===== src/rtl/mux4_rr_arbiter.sv =====
// Round-robin arbiter and select controller for a 4-to-1 mux.
// Registered one-hot grant plus matching select, bursts capped at HOLD_MAX.
//
// Ports:
//   clk    rising-edge clock
//   rst_n  asynchronous active-low reset
//   req    per-requester request, req[k] for requester k
//   gnt    registered one-hot grant, zero when idle
//   s1,s0  mux select = index of the owner (holds last value when idle)
//   busy   high while any grant bit is set
module mux4_rr_arbiter #(
    parameter int unsigned HOLD_MAX = 8,
    parameter int unsigned CNT_W    = 8
) (
    input  logic       clk,
    input  logic       rst_n,
    input  logic [3:0] req,
    output logic [3:0] gnt,
    output logic       s1,
    output logic       s0,
    output logic       busy
);

    typedef enum logic {
        IDLE  = 1'b0,
        GRANT = 1'b1
    } state_t;

    localparam logic [CNT_W-1:0] CNT_LAST = CNT_W'(HOLD_MAX - 1);

    state_t           state_q, state_d;
    logic [1:0]       owner_q, owner_d;
    logic [1:0]       ptr_q, ptr_d;
    logic [CNT_W-1:0] cnt_q, cnt_d;
    logic [3:0]       gnt_d;
    logic             busy_d;
    logic [1:0]       base;
    logic [2:0]       win;
    logic             rel;

    // Returns {found, index} of the first set request scanning
    // upward from base, wrapping mod 4.
    function automatic logic [2:0] pick(
        input logic [3:0] r,
        input logic [1:0] b
    );
        logic [2:0] res;
        logic [1:0] idx;
        res = '0;
        for (int k = 3; k >= 0; k--) begin
            idx = b + k[1:0];
            if (r[idx]) res = {1'b1, idx};
        end
        return res;
    endfunction

    always_ff @(posedge clk or negedge rst_n) begin
        if (!rst_n) begin
            state_q <= IDLE;
            owner_q <= '0;
            ptr_q   <= '0;
            cnt_q   <= '0;
            gnt     <= '0;
            s1      <= 1'b0;
            s0      <= 1'b0;
            busy    <= 1'b0;
        end else begin
            state_q <= state_d;
            owner_q <= owner_d;
            ptr_q   <= ptr_d;
            cnt_q   <= cnt_d;
            gnt     <= gnt_d;
            s1      <= owner_d[1];
            s0      <= owner_d[0];
            busy    <= busy_d;
        end
    end

    // On release the new pointer (owner+1) is used in the same edge,
    // so the scan base is chosen ahead of the pointer update.
    always_comb begin
        state_d = state_q;
        owner_d = owner_q;
        ptr_d   = ptr_q;
        cnt_d   = cnt_q;
        rel     = !req[owner_q] || (cnt_q == CNT_LAST);
        base    = (state_q == GRANT) ? owner_q + 2'd1 : ptr_q;
        win     = pick(req, base);
        unique case (state_q)
            IDLE: begin
                if (win[2]) begin
                    state_d = GRANT;
                    owner_d = win[1:0];
                    cnt_d   = '0;
                end
            end
            GRANT: begin
                if (!rel) begin
                    cnt_d = cnt_q + CNT_W'(1);
                end else begin
                    ptr_d = owner_q + 2'd1;
                    cnt_d = '0;
                    if (win[2]) owner_d = win[1:0];
                    else        state_d = IDLE;
                end
            end
            default: state_d = IDLE;
        endcase
    end

    always_comb begin
        gnt_d  = '0;
        busy_d = 1'b0;
        if (state_d == GRANT) begin
            gnt_d  = 4'b0001 << owner_d;
            busy_d = 1'b1;
        end
    end

endmodule

===== config.mk =====
export PLATFORM = sky130hd
export DESIGN_NAME = mux4_rr_arbiter
export DESIGN_NICKNAME = d
export VERILOG_FILES = /design/src/rtl/mux4_rr_arbiter.sv
export SDC_FILE = /design/constraint.sdc
export NUM_CORES = 1
export LEC_CHECK = 0
export BUFFER_PORTS_ARGS = -buffer_cell sky130_fd_sc_hd__buf_4
export CORE_AREA = 2 2 54 56
export DETAILED_ROUTE_END_ITERATION = 8
export DIE_AREA = 0 0 56 58
export PLACE_DENSITY_LB_ADDON = 0.08
export SLEW_MARGIN = 20
export SYNTH_ARGS = -nofsm -noshare
export SYNTH_HDL_FRONTEND = slang
export SYNTH_SLANG_ARGS = --single-unit

===== constraint.sdc =====
create_clock -name clk -period 1.9 [get_ports clk]
set_input_delay 0.095 -clock clk [delete_from_list [all_inputs] [get_ports clk]]
set_output_delay 0.095 -clock clk [all_outputs]
set_load 0.03 [all_outputs]

After elaboration in Yosys (flattened, before gate mapping)
Cells that the tools add are included.

word-level totals
  flip-flop bits (word level) = 20
  bits in latches = 0
  bits in writable memories = 0
  ROM bits = 0
  input port bits = 6
  output and inout bits = 7
  logic and storage cells = 51
  memories kept = 0

operators by class
  $add $sub $neg = 5
  multipliers = 0
  div/mod/pow operators = 0
  order comparisons = 5
  equal/unequal tests = 2
  shift operators = 1
  multiplexer cells = 26
  bitwise gates (word level) = 1
  reductions and logical operators = 3

operators by type and width
  kind                                                         count
  two-way mux 8 bit                                            2
  one-hot mux 8 bit (2 select lines)                           1
  less-than comparator 2 x 3 -> 1 bit (second input constant)  5
  two-way mux 3 bit                                            4
  binary-select mux 1 bit (select 2 bit)                       5
  adder 8 x 1 -> 8 bit (second input constant)                 1
  == test 8 x 3 -> 1 bit (second input constant)               1
  two-way mux 1 bit                                            8
  two-way mux 2 bit                                            3
  adder 2 x 1 -> 2 bit (second input constant)                 2
  adder 2 bit (second input constant)                          2
  two-way mux 4 bit                                            1
  one-hot mux 2 bit (2 select lines)                           1
  left shift 1 x 2 -> 4 bit (first input constant)             1
  inequality test 2 bit (second input constant)                1
  one-hot mux 1 bit (2 select lines)                           1
  AND reduction 2 bit                                          1
  logical NOT 1 bit                                            1
  logical OR 1 bit                                             1
  NOT 1 bit                                                    1

Longest topological paths before layout
  depth after elaboration = 14
  gate-level depth with buffers = 7
  depth with buffers taken out = 6

Worst setup path after synthesis
No wires, ideal clock.

  path kind = register to register
  start = register owner_q[1]
  end = register gnt[3]
  setup time = 0.120 ns
  arrival = 1.682 ns
  data required time = 1.780 ns
  setup slack = 0.099 ns
  cell stages (with the launch flop) = 6
  path buffers = 0
  path through = dfrtp_1 > mux4_2 > o31ai_2 > nor2_1 > and3_1 > a31o_1

between the ends
  word-level cells in the longest chain between the ends = 14
  elaborated cells between the ends (all ways) = 29
  classes of those cells = add/sub: 4; shift: 1; mux: 22; reduce/logical: 2

RTL lines
  what                                     line     text
  start: declaration                       32       logic [1:0] owner_q, owner_d;
  start signal: assignment                 69       owner_q <= owner_d;
  adder 2 x 1 -> 2 bit                     87       base = (state_q == GRANT) ? owner_q + 2'd1 : ptr_q;
  two-way mux 2 bit                        87
  adder 2 bit                              51       idx = b + k[1:0];
  binary-select mux 1 bit (select 2 bit)   52       if (r[idx]) res = {1'b1, idx};
  two-way mux 1 bit (not written as such)  52
  two-way mux 3 bit (4 in series)          52
  two-way mux 2 bit                        91, 103
  two-way mux 2 bit                        98       if (!rel) begin
  one-hot mux 2 bit (2 select lines)       89       unique case (state_q)
  left shift 1 x 2 -> 4 bit                115      gnt_d = 4'b0001 << owner_d;
  two-way mux 4 bit (*)                    114      if (state_d == GRANT) begin
  net gnt_d[3]                             35       logic [3:0] gnt_d;
  end signal: assignment                   72       gnt <= gnt_d;
  end: declaration                         18       output logic [3:0] gnt,

Mark *: on every way through the listed nets, which the timed path passes. The rest lies on a longest branch. The select of a mux whose other input is x is not followed.
A chain may end at the register's enable or synchronous reset.

Final worst setup path
  start = register cnt_q[5]
  end = register gnt[3]

between the ends
  word-level cells in the longest chain between the ends = 6
  elaborated cells between the ends (all ways) = 8
  classes of those cells = eq/ne: 1; shift: 1; mux: 5; reduce/logical: 1

RTL lines
  what                                line  text
  start: declaration                  34    logic [CNT_W-1:0] cnt_q, cnt_d;
  start signal: assignment            71    cnt_q <= cnt_d;
  == test 8 x 3 -> 1 bit (*)          86    rel = !req[owner_q] || (cnt_q == CNT_LAST);
  logical OR 1 bit (*)                86
  two-way mux 2 bit                   98
  one-hot mux 2 bit (2 select lines)  89
  left shift 1 x 2 -> 4 bit           115
  two-way mux 4 bit (*)               114
  net gnt_d[3]                        35

Mark *: on every way through the listed nets, which the timed path passes. The rest lies on a longest branch.

==> metrics.md <==
| Metric | Value |
|---|---|
| Status | complete, no violations |
| Critical Path RT | 2.09 ns |
| Placed insts | 152 |
| Nets | 134 |
| All-Layer GR Usage | 0.158 |
| CP Max Fanout | 6 |
| CTS Sinks | 17 |
| # diodes | 0 |
| Largest net degree at the start of global routing | 18 |
| Yosys reg bits | 17 |
| Number of synthesized flops with an enable pin | 0 |
| Top post-synthesis cells by area | dfrtp_1 42%, o21ai_1 6.4%, nand2_1 4.4%, o31ai_1 2.9%, o311ai_4 2.6% |
| R2R Setup Slk | 0.13 ns |
| Worst Max-Slew Pin Slew | 0.458 ns |
| Layout area overhead | 20.5% |
| Leak | 0.000547 uW |
| Core area | 2660 um2 |
| Global-route wire length before repair | 4020 um |
| 1st-iter DRT viols | 15 |
| Setup Total Neg Slack | 0 ns |
| Synth top cells by count | 17 x dfrtp_1, 13 x o21ai_1, 12 x nand2_1 |
| Max-slew violation count | 0 |
| Fin Hold WS | 0.188 ns |
| RSZ-0062 raised after global routing | no |
| DRT Pass-1 Iters | 4 |
| Critical path data arrival time | 1.96 ns |
| Setup crit end | gnt[3]$_DFF_PN0_ |
| Avg Cell Area, Syn | 9.70 um2 |
| Starting Density | 0.383 |
| Slew HR | 0.694 |
| Drc violations | 0 |
| Final cell count without fillers | 157 |
| DIE WIDTH | 56 um |
| Net Count, Synth | 112 |
| Total gr overflow | 0 |
| Die ar. | 3250 um2 |
| CTS tree | built |
| Routability cong. | 0.764 |
| Layout cells sized above 1 | 0.302 |
| Maximum VDD drop | 0.000744 V |
| Minimum clock period | 1.77 ns |
| Warnings from Yosys | 0 |
| Clock root buffer | clkbuf_4 |
| Kind of critical path | reg -> reg |
| CTS Buffer Depth | 2 |
| Cells after synthesis | 105 |
| Worst setup EP type | flop |
| Die Y | 58 um |
| Num CTS Buffers | 3 |
| I/O pin count | 13 |
| H-Tree Depth | 1 |
| Post-CTS Setup Inserts | 0 |
| Worst setup SP type | flop |
| Initial antenna violation count | 0 |
| Final period util | 0.932 |
| Row count | 19 |
| Post-DR vias/cell | 5.57 |
| Port bufs | 12 |
| Slowest CP cell | or3_4 |
| Reg2reg path depth | 5 |
| Sequential share of the synthesized area | 0.418 |
| Reg-to-reg endpoint | gnt[3]$_DFF_PN0_ |
| Design Area, Final | 1230 um2 |
| Post-DP Area | 1180 um2 |
| Routed via count | 874 |
| Clock insertion delay at the later pin of the skew report | 0.29 ns |
| Top_reg_cell synth | dfrtp_1 |
| Crit path launch | cnt_q[5]$_DFFE_PN0P_ |
| Worst Skew | 0.00119 ns |
| Most frequent cell after synthesis | dfrtp_1 |
| Post-synthesis cell type count | 45 |
| R2R Path Start | cnt_q[5]$_DFFE_PN0P_ |
| Remaining antenna violation count after routing | 0 |
| Clock slew at reported path FFs | 0.10 ns |
| CP max stage delay | 0.41 ns |
| Vias in the first global route | 862 |
| Mapped Area | 1020 um2 |
| Hpwl dp | 1710 um |
| Final Hold Fails | 0 |
| Total of max-cap violations | 0 |
| Wirelength per Cell | 14.9 um |
| Drt total wl | 2340 um |
| Hold Crit Class | in -> reg |
| Post-Place Worst Slack | 0.106 ns |
| Critical-path cell list | or3_4, o31ai_2, nor2_1, and3_1, a31o_1 |
| Post-synth ARST share | 1.00 |
| Yosys top cell by area | dfrtp_1 |
| PwrDens | 1360 nW/um2 |
| Max Freq | 565 MHz |
| Setup ws final | 0.129 ns |
| Post-synth top area share | 0.418 |
| Final setup vio count | 0 |
cell usage in the layout, fill, tap and decap left out, types with 2 or more instances in the layout:
master    Yosys  routed
a31o_1        2       2
clkbuf_4      0       3
buf_4         1      21
o31ai_1       4       4
o21ai_1      13      13
nand3_1       3       3
and3_1        3       3
nand4_1       2       2
nor3_1        2       2
nor2b_1       4       4
nor2_1        6       6
dfrtp_1      17      16
nand2_1      12      12
nor3b_1       2       2
worst max-delay path, delay by kind of cell, from the launching register on:
kind / cells / cell delay (ns)
flip-flops: 1 / 0.40
AND/OR/NAND/NOR: 3 / 0.81
AO/OA/AOI/OAI: 2 / 0.46
what timing repair did:
| item | CTS | global route |
|---|---|---|
| hold endpoints to repair | 17 | 0 |
| hold buffers | 1 | 0 |
| resized for setup | 0 | 2 |
| setup endpoints to repair | 0 | 2 |
layout make-up:
cell class / count / area (um2)
Inverter: 3 / 11.3
Clock buffer: 3 / 22.5
Tap cell: 31 / 38.8
Sequential cell: 17 / 427
Clock inverter: 1 / 5.00
Multi-Input combinational cell: 80 / 556
Fill cell: 289 / 1440
Timing Repair Buffer: 22 / 168
logic make-up after synthesis:
| kind of cell | count (synthesis) | synth area share |
|---|---|---|
| simple gates | 44 | 0.240 |
| compound gates | 32 | 0.244 |
| xor+xnor | 1 | 0.00860 |
| flops | 17 | 0.418 |
| fa+ha+maj | 1 | 0.0123 |
| mux | 2 | 0.0332 |
| buf+inv | 8 | 0.0442 |
how the worst min path moves through the flow:
stage	from	end	depth (start not counted)
2_1_floorplan	rst_n	busy$_DFF_PN0_	0
3_3_place_gp	rst_n	owner_q[0]$_DFF_PN0_	1
3_5_place_dp	rst_n	gnt[2]$_DFF_PN0_	1
4_1_cts	req[2]	gnt[0]$_DFF_PN0_	3
5_1_grt	req[2]	gnt[0]$_DFF_PN0_	3
6_report	req[2]	gnt[0]$_DFF_PN0_	3
power breakdown:
part	leakage (uW)	internal (uW)	switching (uW)
sequential	0.000219	462	98.7
combinational	0.000310	420	497
clock	0.0000177	78.3	119
total	0.000547	960	714
stage by stage:
| stage | util | power, uW |
|---|---|---|
| global placement | 0.444 | 1460 |
| detailed placement | 0.444 | 1470 |
| floorplan | - | 1190 |
| global route | 0.461 | 1820 |
| finish | 0.461 | 1670 |
| CTS | 0.458 | 1670 |
metal layers:
metal | track usage | routed length, um
met5 | 0 | 0
met4 | 0.0442 | 32
met3 | 0.0335 | 96
met2 | 0.274 | 1150
met1 | 0.201 | 1060
sequential cells by signal (all words and copies together), names as in the netlist:
name	count
cnt_q	8
gnt	4
owner_q	2
ptr_q	2
busy	1
(Power assumes the default switching activity.)
